$ cat config.mk
export PLATFORM = sky130hd
export DESIGN_NAME = conv_window_sched_flat
export DESIGN_NICKNAME = d
export VERILOG_FILES = /design/src/rtl/conv_window_sched_if.sv /design/src/rtl/conv_window_sched.sv /design/src/flat_wrapper.sv
export SDC_FILE = /design/constraint.sdc
export NUM_CORES = 1
export LEC_CHECK = 0
export CORE_MARGIN = 3
export CORE_UTILIZATION = 55
export CTS_BUF_LIST = sky130_fd_sc_hd__clkbuf_2 sky130_fd_sc_hd__clkbuf_4 sky130_fd_sc_hd__clkbuf_8
export CTS_CLUSTER_DIAMETER = 50
export DETAILED_ROUTE_END_ITERATION = 10
export GPL_TIMING_DRIVEN = 1
export HOLD_SLACK_MARGIN = 0.1
export PLACE_DENSITY = 0.93
export SKIP_CTS_REPAIR_TIMING = 1
export SYNTH_ARGS = -nofsm -noshare
export SYNTH_HDL_FRONTEND = slang
export SYNTH_SLANG_ARGS = --single-unit
$ cat constraint.sdc
create_clock -name clk -period 5.3 [get_ports clk]
set_clock_uncertainty 0.05 [all_clocks]
set_input_delay 0.53 -clock clk [delete_from_list [all_inputs] [get_ports clk]]
set_output_delay 0.53 -clock clk [all_outputs]
set_load 0.005 [all_outputs]
$ cat src/rtl/conv_window_sched_if.sv
// Result stream from the convolution sequencer to its downstream consumer.
// The stream is a plain valid/ready handshake carrying one signed MAC sum per beat.
interface conv_window_sched_if #(
  parameter int ACC_SIZE = 21
);
  logic                       m_valid_y;
  logic                       m_ready_y;
  logic signed [ACC_SIZE-1:0] m_data_out_y;

  modport master (output m_valid_y, output m_data_out_y, input m_ready_y);
  modport slave  (input m_valid_y, input m_data_out_y, output m_ready_y);
endinterface

$ cat src/rtl/conv_window_sched.sv
// Window sequencer for the parallel convolution datapath: sweeps window_offset over every
// valid position once both memories are full and streams the MAC sums through a 2-deep buffer.
module conv_window_sched #(
  parameter int X_SIZE       = 128,
  parameter int F_SIZE       = 32,
  parameter int ACC_SIZE     = 21,
  parameter int X_ADDR_WIDTH = $clog2(X_SIZE)
) (
  input  logic                       clk,
  input  logic                       reset,
  input  logic                       xmem_full,
  input  logic                       fmem_full,
  input  logic signed [ACC_SIZE-1:0] mac_data_in,
  output logic [X_ADDR_WIDTH-1:0]    window_offset,
  output logic                       conv_done,
  output logic                       busy,
  conv_window_sched_if.master        y
);

  localparam logic [X_ADDR_WIDTH-1:0] LAST_OFFSET = X_ADDR_WIDTH'(X_SIZE - F_SIZE);

  typedef enum logic [2:0] {IDLE, ARM, RUN, DRAIN, DONE} state_t;

  state_t                     state, state_nxt;
  logic [1:0]                 count;
  logic signed [ACC_SIZE-1:0] head, tail;
  logic                       run_en;
  logic                       push, pop, last_push;
  logic                       mem_ready;

  assign mem_ready      = xmem_full && fmem_full;
  assign y.m_valid_y    = (count != 2'd0);
  assign y.m_data_out_y = head;
  assign pop            = y.m_valid_y && y.m_ready_y;
  assign push           = run_en && ((count != 2'd2) || pop);
  assign last_push      = push && (window_offset == LAST_OFFSET);

  // State register
  always_ff @(posedge clk or posedge reset) begin
    if (reset) state <= IDLE;
    else       state <= state_nxt;
  end

  // Next-state logic
  always_comb begin
    state_nxt = state;
    case (state)
      IDLE:    if (mem_ready) state_nxt = ARM;
      ARM:     state_nxt = mem_ready ? RUN : IDLE;
      RUN:     if (last_push) state_nxt = DRAIN;
      // Leave DRAIN on the edge that pops the final buffered entry
      DRAIN:   if (pop && (count == 2'd1)) state_nxt = DONE;
      DONE:    state_nxt = IDLE;
      default: state_nxt = IDLE;
    endcase
  end

  // Output decode, all from the state register
  always_comb begin
    run_en    = (state == RUN);
    conv_done = (state == DONE);
    busy      = (state != IDLE);
  end

  // Window offset advances only on accepted pushes and wraps after the final position
  always_ff @(posedge clk or posedge reset) begin
    if (reset)          window_offset <= '0;
    else if (last_push) window_offset <= '0;
    else if (push)      window_offset <= window_offset + 1'b1;
  end

  // Output buffer: head is the registered stream output, tail is the second slot
  always_ff @(posedge clk or posedge reset) begin
    if (reset) begin
      count <= 2'd0;
      head  <= '0;
      tail  <= '0;
    end else begin
      count <= count + 2'(push) - 2'(pop);
      case ({push, pop})
        2'b10: begin
          if (count == 2'd0) head <= mac_data_in;
          else               tail <= mac_data_in;
        end
        2'b01: head <= tail;
        2'b11: begin
          if (count == 2'd2) begin
            head <= tail;
            tail <= mac_data_in;
          end else begin
            head <= mac_data_in;
          end
        end
        default: ;
      endcase
    end
  end

endmodule

$ cat src/flat_wrapper.sv
// flat-port wrapper written by rule: the top's interface ports become plain ports
module conv_window_sched_flat 
#(
  parameter int X_SIZE       = 128,
  parameter int F_SIZE       = 32,
  parameter int ACC_SIZE     = 21,
  parameter int X_ADDR_WIDTH = $clog2(X_SIZE)
)
  (clk, reset, xmem_full, fmem_full, mac_data_in, window_offset, conv_done, busy, y_m_valid_y, y_m_data_out_y, y_m_ready_y);
  conv_window_sched_if #(.ACC_SIZE(ACC_SIZE)) y_i ();
  input  logic clk;
  input  logic reset;
  input  logic xmem_full;
  input  logic fmem_full;
  input  logic signed [ACC_SIZE-1:0] mac_data_in;
  output logic [X_ADDR_WIDTH-1:0] window_offset;
  output logic conv_done;
  output logic busy;
  output wire logic [$bits(y_i.m_valid_y)-1:0] y_m_valid_y;
  output wire logic [$bits(y_i.m_data_out_y)-1:0] y_m_data_out_y;
  input wire logic [$bits(y_i.m_ready_y)-1:0] y_m_ready_y;
  assign y_m_valid_y = y_i.m_valid_y;
  assign y_m_data_out_y = y_i.m_data_out_y;
  assign y_i.m_ready_y = y_m_ready_y;
  conv_window_sched #(.X_SIZE(X_SIZE), .F_SIZE(F_SIZE), .ACC_SIZE(ACC_SIZE), .X_ADDR_WIDTH(X_ADDR_WIDTH)) u_core (.clk(clk), .reset(reset), .xmem_full(xmem_full), .fmem_full(fmem_full), .mac_data_in(mac_data_in), .window_offset(window_offset), .conv_done(conv_done), .busy(busy), .y(y_i));
endmodule
# Yosys cells after proc, flatten, opt, wreduce, memory -nomap -nowiden
# Cells that the tools add are included.
[word_totals]
regBits = 54
inputBits = 26
out_inout_bits = 31
elab_cells = 54
[classes]
addsub = 3
n_eq_ne = 17
mux = 13
reduce_logical = 16
[ops]
columns = ["cell", "count"]
rows = [
  ["two-way mux 21 bit", 4],
  ["case mux 21 bit (3 select lines)", 1],
  ["case mux 21 bit (2 select lines)", 1],
  ["two-way mux 7 bit", 2],
  ["case mux 3 bit (4 select lines)", 1],
  ["two-way mux 3 bit", 3],
  ["!= test 2 x 1 -> 1 bit (second input constant)", 4],
  ["adder 7 x 1 -> 7 bit (second input constant)", 1],
  ["== test 7 bit (second input constant)", 1],
  ["== test 2 bit (second input constant)", 3],
  ["== test 3 x 2 -> 1 bit (second input constant)", 2],
  ["!= test 2 bit (second input constant)", 3],
  ["AND reduction 3 bit", 2],
  ["nonzero test 2 bit", 3],
  ["nonzero test 3 bit", 2],
  ["logical AND 1 bit", 5],
  ["== test 2 x 1 -> 1 bit (second input constant)", 2],
  ["== test 3 x 1 -> 1 bit (second input constant)", 1],
  ["== test 3 bit (second input constant)", 1],
  ["zero test 3 bit", 1],
  ["adder 2 x 1 -> 2 bit", 1],
  ["zero test 2 bit", 1],
  ["two-way mux 2 bit", 1],
  ["AND reduction 2 bit", 1],
  ["2 further kinds", 2],
]

# Depth between registers and ports, before layout
# Gate-level depths: netlist of run 1.
[depth]
depth_word = 7
depth_mapped = 8
depth_no_buf = 7

# Least setup slack after synthesis of run 1
# Ideal clock, no wire load.
[synth_path]
kind = "reg-to-reg"
startpoint = "reg u_core.count[1]"
endpoint = "reg u_core.count[1]"
setup_ns = 0.127
arrival_ns = 1.749
t_required_ns = 5.123
path_slack_ns = 3.375
path_stages_with_launch = 9
n_path_buf = 1
period_less_slack_ns = 1.925
path_cell_list = "dfrtp_1 o21ai_1 clkbuf_1 inv_1 ha_1 inv_1 ha_1 xnor2_1 xnor2_1"
[synth_between]
elab_chain_cells = 6
word_cells_on_any_way = 7
classes_between = "add/sub (2); eq/ne (1); reduce/logical (4)"
[synth_rtl]
columns = ["item", "line", "rtl"]
rows = [
  ["from (decl)", "conv_window_sched.sv:25", "logic [1:0] count;"],
  ["from (signal assigned)", "conv_window_sched.sv:79", "count <= count + 2'(push) - 2'(pop);"],
  ["nonzero test 2 bit", "conv_window_sched.sv:32", "assign y.m_valid_y = (count != 2'd0);"],
  ["logical AND 1 bit", "conv_window_sched.sv:34", "assign pop = y.m_valid_y && y.m_ready_y;"],
  ["logical OR 1 bit", "conv_window_sched.sv:35", "assign push = run_en && ((count != 2'd2) || pop);"],
  ["logical AND 1 bit", "conv_window_sched.sv:35", ""],
  ["adder 2 x 1 -> 2 bit", "conv_window_sched.sv:79", ""],
  ["subtractor 2 x 1 -> 2 bit (*)", "conv_window_sched.sv:79", ""],
]
# Every way passes the cells marked *; elsewhere a longest branch is shown, timed or not.
# A chain may end at the register's enable or synchronous reset.

# Worst setup path in the final report of run 1
[layout_path]
startpoint = "in y_m_ready_y"
endpoint = "reg u_core.head[9] (netlist: u_core.y.m_data_out_y[9])"
[layout_between]
elab_chain_cells = 6
word_cells_on_any_way = 10
classes_between = "eq/ne (4); mux (1); reduce/logical (5)"
[layout_rtl]
columns = ["item", "line", "rtl"]
rows = [
  ["from (decl)", "flat_wrapper.sv:21", "input wire logic [$bits(y_i.m_ready_y)-1:0] y_m_ready_y;"],
  ["logical AND 1 bit (*)", "conv_window_sched.sv:34", ""],
  ["logical OR 1 bit", "conv_window_sched.sv:35", ""],
  ["logical AND 1 bit", "conv_window_sched.sv:35", ""],
  ["== test 2 bit or == test 2 x 1 -> 1 bit (tied branches)", "conv_window_sched.sv:80", "case ({push, pop})"],
  ["!= test 2 x 1 -> 1 bit (no source line) or nonzero test 3 bit (tied branches)", "n/a", ""],
  ["AND reduction 2 bit (no source line)", "n/a", ""],
  ["to (signal assigned)", "conv_window_sched.sv:82", "if (count == 2'd0) head <= mac_data_in;"],
  ["to (signal assigned)", "conv_window_sched.sv:85", "2'b01: head <= tail;"],
  ["to (signal assigned)", "conv_window_sched.sv:88", "head <= tail;"],
  ["to (decl)", "conv_window_sched.sv:26", "logic signed [ACC_SIZE-1:0] head, tail;"],
]
# Marks and branches as above.

==> results of run 1 <==
registers in the layout (all words and copies together), names as in the netlist:
name and count:
u_core.window_offset 7, u_core.y.m_data_out_y 21, u_core.state 3, u_core.count 2, u_core.tail 21
cell type report:
type | instances | area (um2)
Timing Repair Buffer | 56 | 561
Sequential cell | 54 | 1350
Clock buffer | 6 | 76.3
Clock inverter | 2 | 13.8
Inverter | 10 | 42.5
Tap cell | 50 | 62.6
Multi-Input combinational cell | 142 | 990
Fill cell | 299 | 1020
critical path, cell delays in order:
cell,delay (ns)
clkdlybuf4s50_1,0.55
o21ai_2,0.31
a31oi_2,0.94
a22oi_1,0.22
o21ai_0,0.16
cells in the mapped netlist, drive strengths merged:
cell,n,area share (%)
inv,10,1.8
xnor2,3,1.1
o31ai,1,0.31
clkbuf,6,0.93
or2,1,0.26
nand3,5,1.0
or3b,1,0.47
a21o,1,0.31
nor3,1,0.21
nor4b,1,0.36
xor2,1,0.36
a22oi,21,6.5
nor2b,2,0.52
dfrtp,54,56
buf,4,1.0
or3,2,0.52
mux2,22,10
a31o,1,0.72
and3,4,1.0
nor2,5,0.78
o211ai,2,0.62
nand2,26,4.1
a31oi,1,0.26
o21ai,26,5.4
nor3b,2,0.62
and4,1,0.36
o221ai,1,0.36
nand4,1,0.26
a21oi,6,1.4
ha,4,2.1
path summary, 6_finish.rpt:
path                                 start                         to  depth (start not counted)
max                            y_m_ready_y   u_core.y.m_data_out_y[9]                          5
min                         u_core.tail[1]   u_core.y.m_data_out_y[1]                          2
max reg2reg                u_core.count[0]   u_core.y.m_data_out_y[9]                          4
min reg2reg                 u_core.tail[1]   u_core.y.m_data_out_y[1]                          2
max in group asynchronous            reset  u_core.y.m_data_out_y[14]                          2
min in group asynchronous            reset             u_core.tail[1]                          2
stage by stage:
step,power (mW),utilization [%]
after floorplan,1.24,-
after global placement,1.55,73.1
after detailed placement,1.60,73.1
after CTS,1.83,75.3
after global routing,1.96,75.3
final,1.82,75.3
metal layers:
| metal | track usage (%) | share of wire (%) | up-vias |
|---|---|---|---|
| met5 | 0 | 0 | - |
| met1 | 29.9 | 44 | 906 |
| li1 | - | - | 875 |
| met2 | 33.4 | 49 | 57 |
| met4 | 8.98 | 1.4 | 0 |
| met3 | 4.85 | 6.0 | 8 |
cell families after synthesis:
logic type | synth area share, %
and+or+nand+nor | 10.6
AOI/OAI and AO/OA | 15.9
adders and majority gates | 2.07
DFF | 55.9
xor gates and xnor gates | 1.45
muxes | 10.4
buffers and inverters | 3.73
power groups by stage:
stage | logic (mW) | registers [mW] | clock network (mW)
6_report | 0.822 | 0.765 | 0.235
4_1_cts | 0.831 | 0.763 | 0.240
5_1_grt | 0.911 | 0.794 | 0.256
3_3_place_gp | 0.785 | 0.761 | 0
2_1_floorplan | 0.490 | 0.748 | 0
3_5_place_dp | 0.828 | 0.770 | 0
==> impl_metrics.json, run 1 <==
{
  "grt_pass1_wl_um": 8630,
  "swShare_pct": 35.7,
  "cts_buffers": 5,
  "place_area_mm2": 0.00301,
  "start_util_pct": 58.7,
  "ant_nets": 0,
  "viasPerCell": 5.77,
  "grt_usage_pct": 21.7,
  "io_pins": 57,
  "wl_per_cell_um": 16.4,
  "worst_slew_pin_slew_ns": 1.19,
  "slew_headroom_pct": 20.8,
  "overflow": 0,
  "fin_area_mm2": 0.00310,
  "antenna_found_initial": 0,
  "cts_tree": "built",
  "dp_hpwl_um": 3570,
  "wl_um": 5240,
  "synth.distinct_cells": 36,
  "setup_viol": 0,
  "grt_max_degree": 55,
  "final_max_slew_viol_count": 0,
  "clock-root-buffer": "clkbuf_8",
  "min_period_ns": 2.52,
  "die_w_um": 72.3,
  "coreArea_mm2": 0.00412,
  "place_ws_ns": 2.52,
  "whs_ns": 0.460,
  "port_buffers": 56,
  "syn_nets": 246,
  "gp_congestion": 0.838,
  "drcViolationCount": 0,
  "worst_ep_required_time_ns": 5.48,
  "dr.pass1.iters": 4,
  "power_frac_clock_pct": 12.9,
  "final_cell_mix": "clkdlybuf4s50_1, dfrtp_1, nand2_1, o21ai_0",
  "dp.cells": 312,
  "hold_path.class": "register to register",
  "cp.arrival_ns": 2.71,
  "startpoint_type": "input pin",
  "fin_cells": 320,
  "htreeDepth": 2,
  "p_comb_share_pct": 45.1,
  "final_common_cell": "clkdlybuf4s50_1",
  "p_switching_uw": 650,
  "path_class": "input pin to register",
  "ys_ff_latch": 54,
  "seq_area_frac_synth_pct": 55.9,
  "hold_viol": 0,
  "yosysWarnings": 0,
  "path_clk_slew_ns": 0.10,
  "p_leak_nw": 1.31,
  "area_growth_pct": 28.1,
  "post-route-period-util_pct": 47.6,
  "drive_above_1_share_pct": 14.8,
  "peakVddDrop_v": 0.000333,
  "die-area_mm2": 0.00523,
  "cts_sinks": 54,
  "rows": 23,
  "rsz0062_at_grt": "no",
  "status": "completed",
  "p_int_mw": 1.17,
  "n_antenna_cell": 0,
  "reg2reg_slack_ns": 2.90,
  "maxCapViolCount": 0,
  "max_freq_ghz": 0.396,
  "synth.avg_cell_area_um2": 11.2,
  "die_h_um": 72.3,
  "fin_nets": 299,
  "clk_path_buf_depth": 2,
  "path_max_fanout": 23,
  "powerDensity_mw_per_mm2": 588,
  "synth_area_mm2": 0.00242,
  "pwr-share-seq_pct": 42.0,
  "postSynthCellCount": 216,
  "clk_latency_ns": 0.32,
  "tns_ns": 0,
  "endpoint_kind": "register",
  "grt_pass1_vias": 1787,
  "drt-initial-drc-count": 185,
  "vias": 1846,
  "post-route-worst-setup-slack_ns": 2.78
}
Power figures use the tool's default switching activity.
==> inputs of run 2 (changes only) <==
- CORE_UTILIZATION: 55 -> 46
- PLACE_DENSITY: 0.93 -> 0.84
- clock period: 5.3 -> 2.3 ns (I/O delays scaled with it)
==> run 2 against run 1 <==
  * Cell count increased by 7.5%
  * Largest cell class unchanged
  * Worst setup slack got worse by 2.4 ns
  * Register-to-register slack got worse by 2.4 ns
==> impl_metrics.json, run 2 (synthesis gave the netlist of run 1 again) <==
{
  "status": "completed",
  "grt-busiest-layer": "met2",
  "fin_nets": 306,
  "wl_per_cell_um": 15.6,
  "gr-usage-met3_pct": 3.44,
  "coreArea_mm2": 0.00491,
  "hold_path.class": "input pin to asynchronous set/reset pin",
  "worst_ep_required_time_ns": 2.02,
  "grt_max_degree": 23,
  "crit_family": "flip-flops",
  "drive_above_1_share_pct": 17.0,
  "slew_headroom_pct": 67.0,
  "ant_nets": 0,
  "clk_path_buf_depth": 2,
  "rsz0062_at_grt": "no",
  "cts_sinks": 54,
  "peakVddDrop_v": 0.000515,
  "dp_hpwl_um": 3680,
  "wl_um": 5360,
  "maxCapViolCount": 0,
  "use_met1_pct": 25.2,
  "path_clk_slew_ns": 0.09,
  "cp.arrival_ns": 1.60,
  "crit_chain": "or3_1 > clkdlybuf4s50_1",
  "overflow": 0,
  "final_common_cell": "clkdlybuf4s50_1",
  "setup_viol": 0,
  "drcViolationCount": 0,
  "critPathBufInv": 1,
  "final_max_slew_viol_count": 0,
  "port_buffers": 56,
  "rows": 25,
  "drt-initial-drc-count": 132,
  "endpoint_kind": "output pin",
  "grt_use_met2_pct": 30.5,
  "n_antenna_cell": 0,
  "cts_buffers": 5,
  "path_max_fanout": 8,
  "hold_viol": 0,
  "p_leak_nw": 1.35,
  "powerDensity_mw_per_mm2": 1330,
  "die-area_mm2": 0.00616,
  "cp_slowest_cell": "dfrtp_1",
  "power.total_mw": 4.25,
  "min_period_ns": 1.88,
  "tns_ns": 0,
  "dr.pass1.iters": 4,
  "die_h_um": 78.5,
  "io_pins": 57,
  "gp_congestion": 0.830,
  "grt_pass1_vias": 1873,
  "clk_latency_ns": 0.30,
  "vias": 1802,
  "final_cell_mix": "clkdlybuf4s50_1, dfrtp_1, nand2_1, o21ai_0",
  "startpoint_type": "register",
  "worst_slew_pin_slew_ns": 0.494,
  "viasPerCell": 5.24,
  "area_growth_pct": 32.2,
  "grt_usage_pct": 18.8,
  "slowest_delay_ns": 0.47,
  "max_freq_ghz": 0.531,
  "cts_tree": "built",
  "start_util_pct": 49.2,
  "die_w_um": 78.5,
  "path_class": "register to output pin",
  "clock-root-buffer": "clkbuf_8",
  "antenna_found_initial": 0,
  "post-route-period-util_pct": 81.8,
  "htreeDepth": 2,
  "grt_pass1_wl_um": 9120
}
## run 2: cell types whose count changed in the layout (fill, tap and decap cells not counted)
cell,previous run,this run
buf_4,0,5
buf_12,0,2
## run 2: area by class of cell
class,count,area (um2)
fillers,387,1720
flip-flops and latches,54,1350
multi-input cells,142,990
repair buffers,63,638
well taps,67,83.8
clock buffers,6,76.3
inverters,10,42.5
clock inverters,2,13.8
## run 2: per-layer routing
metal / share of wire [%] / routed length, um / vias up
met2: 47 / 2530 / 48
met1: 47 / 2540 / 858
li1: - / - / 891
met3: 4.1 / 221 / 5
met4: 1.2 / 66 / 0
met5: 0 / 0 / -
## run 2: worst register-to-register path, delay by kind of cell (launching register included)
| family | cells | cell delay, ns |
|---|---|---|
| compound gates | 1 | 0.26 |
| xor+xnor | 2 | 0.26 |
| fa+ha+maj | 1 | 0.16 |
| buf+inv | 1 | 0.08 |
| flops | 1 | 0.47 |
| simple gates | 1 | 0.46 |
## run 2: final timing paths
check                                      from                        to  slack (ns)  cells after the start
min in group clk                 u_core.tail[3]  u_core.y.m_data_out_y[3]        0.46                      2
worst min-delay path                      reset            u_core.tail[3]        0.22                      2
worst max-delay path            u_core.state[0]                      busy        0.42                      2
max in group asynchronous                 reset           u_core.count[1]        1.41                      3
worst min register to register   u_core.tail[3]  u_core.y.m_data_out_y[3]        0.46                      2
worst max register to register  u_core.state[0]           u_core.count[1]        0.48                      6
## run 2: where the power goes
part	internal [mW]	leakage, nW	switching [mW]
Clock	0.227	0.0486	0.295
Combinational	1.11	0.653	0.854
Sequential	1.43	0.649	0.340
## run 2: through the flow
| step | area [um2] | hold WS (ns) | std cells | util, % | setup WS, ns |
|---|---|---|---|---|---|
| final | 3200 | 0.216 | 344 | 65.1 | 0.418 |
| after global routing | 3200 | 0.248 | 344 | 65.1 | 0.347 |
| after CTS | 3200 | 0.219 | 344 | 65.1 | 0.394 |
| after detailed placement | 3110 | 0.438 | 336 | 63.2 | 0.419 |
| after global placement | 3110 | 0.428 | 336 | 63.2 | 0.480 |
| after floorplan | 2420 | 0.332 | 216 | - | 0.375 |
==> patch (config.mk and constraints of run 1) <==
Encoding of `state_t`: now one-hot (5 bits for 5 states).
--- a/src/rtl/conv_window_sched.sv
+++ b/src/rtl/conv_window_sched.sv
@@ -20,5 +20,5 @@
   localparam logic [X_ADDR_WIDTH-1:0] LAST_OFFSET = X_ADDR_WIDTH'(X_SIZE - F_SIZE);
 
-  typedef enum logic [2:0] {IDLE, ARM, RUN, DRAIN, DONE} state_t;
+  typedef enum logic [4:0] {IDLE = 5'b00001, ARM = 5'b00010, RUN = 5'b00100, DRAIN = 5'b01000, DONE = 5'b10000} state_t;
 
   state_t                     state, state_nxt;
Check against the original RTL: same outputs for any inputs over 10 cycles, from zero or initial values and one cycle with reset high; not proved beyond that.
==> patch against run 1 <==
  * Sequential cell count rose by 2
  * Combinational power fell by 49%
  * Count of clock-buffer cells in the layout did not move
  * Sequential power fell by 22%
  * Routed wire length rose by 6.8%
  * First-iteration DRC count fell by 49%
  * Area after synthesis rose by 5.4%
  * Total power fell by 31%
  * Cell area rose by 4.3%
  * Worst setup slack got worse by 0.043 ns
==> patch: results (changes against run 1) <==
- Max-Slew Margin vs Limit: 31.4% (+11 points)
- Synth Warn #: 0 (unchanged)
- # nets final: 312 (+4.3%)
- Run status: finished, final reports clean
- Peak supply drop: 277 uV (-17%)
- Hold slack: 0.470 ns (+0.0103 ns)
- Routability cong.: 0.867 (+3.5%)
- Aggregate global-route resource usage: 21.8% (+0.13 points)
- Global-route wire length before repair: 9170 um (+6.2%)
- Seq/Total Area, Yosys: 55.1% (-0.84 points)
- Pre-CTS setup slack: 2.44 ns (-0.0808 ns)
- Post-detail-place hpwl: 3890 um (+9.0%)
- Syn Nets: 258 (+4.9%)
- DRT Pass-1 Iters: 6 (+2)
- Unique cell type count in the Yosys netlist: 37 (+2.8%)
- Delay-heaviest family, CP: simple AND/OR/NAND/NOR gates
- CP max stage cell: nor2_2
- Hold EP: u_core.tail[1]
- Iter 0 DRT Violations: 95 (-49%)
- Most frequent cells after synthesis: 55 x dfrtp_1, 25 x inv_1, 22 x a21oi_1, 22 x mux2_2, 22 x o22ai_1
- LEAKAGE: 1.42 nW (+8.2%)
- FF-to-FF End: u_core.tail[11]
- Reg2reg start: u_core.state[3]
- R2R Setup Slk: 2.80 ns (-0.10 ns)
- Crit-path max cell delay: 0.78 ns (-0.16 ns)
- Routed vias/inst: 5.71 (-1.0%)
- Vias in the first global route: 1993 (+12%)
- Layout cell share with drive strength beyond 1: 16.3% (+1.4 points)
- Top cells by area, synth: dfrtp_1 54%, mux2_2 9.7%, o22ai_1 5.4%, a21oi_1 4.3%, inv_1 3.7%
- Routed len/inst: 16.7 um (+2.1%)
- Largest net degree at the start of global routing: 57 (+3.6%)
- Fillers: 309 (+3.3%)
[patch: logic make-up (layout without fill, tap and decap cells)]
| kind of cell | count (synthesis) | after routing | synth area share, % |
|---|---|---|---|
| adders and majority gates | 4 | 4 | 1.96 |
| muxes | 24 | 24 | 10.5 |
| xor gates and xnor gates | 7 | 7 | 3.00 |
| buffers and inverters | 37 | 92 | 6.19 |
| DFF | 56 | 56 | 55.1 |
| and+or+nand+nor | 47 | 47 | 11.1 |
| AOI/OAI and AO/OA | 53 | 53 | 12.2 |
[patch: worst max path at each step]
| stage | from | endpoint | slack, ns |
|---|---|---|---|
| after floorplan | u_core.state[3] | u_core.count[1] | 3.28 |
| after global placement | y_m_ready_y | u_core.tail[3] | 2.50 |
| after detailed placement | y_m_ready_y | u_core.tail[11] | 2.44 |
| after CTS | y_m_ready_y | u_core.tail[11] | 2.72 |
| after global routing | y_m_ready_y | u_core.tail[12] | 2.57 |
| final | y_m_ready_y | u_core.tail[11] | 2.73 |
[patch: layout make-up]
type | count | area [sq um] | share of cell area, %
well taps | 52 | 65.1 | 2.01
multi-input cells | 135 | 995 | 30.8
clock buffers | 6 | 76.3 | 2.36
flip-flops and latches | 56 | 1400 | 43.4
clock inverters | 2 | 16.3 | 0.504
repair buffers | 58 | 576 | 17.8
inverters | 26 | 98.8 | 3.06
[patch: per-stage QoR]
stage               std cells  instance area, sq um
global placement          327                  3140
detailed placement        327                  3140
finish                    335                  3230
global route              335                  3230
CTS                       335                  3230
floorplan                 228                  2550
[patch: metal layers]
metal  part of all wire (%)  vias up  GRT usage, %
met2                     52       66          38.3
met1                     41      938          26.5
li1                       -      898             -
met4                    1.6        0          7.44
met3                    5.5       11          4.86
met5                      0        -             0
[patch: power breakdown]
part,internal (mW),total (mW),switching [mW]
sequential,0.523,0.596,0.0723
clock,0.0995,0.240,0.140
combinational,0.248,0.422,0.174
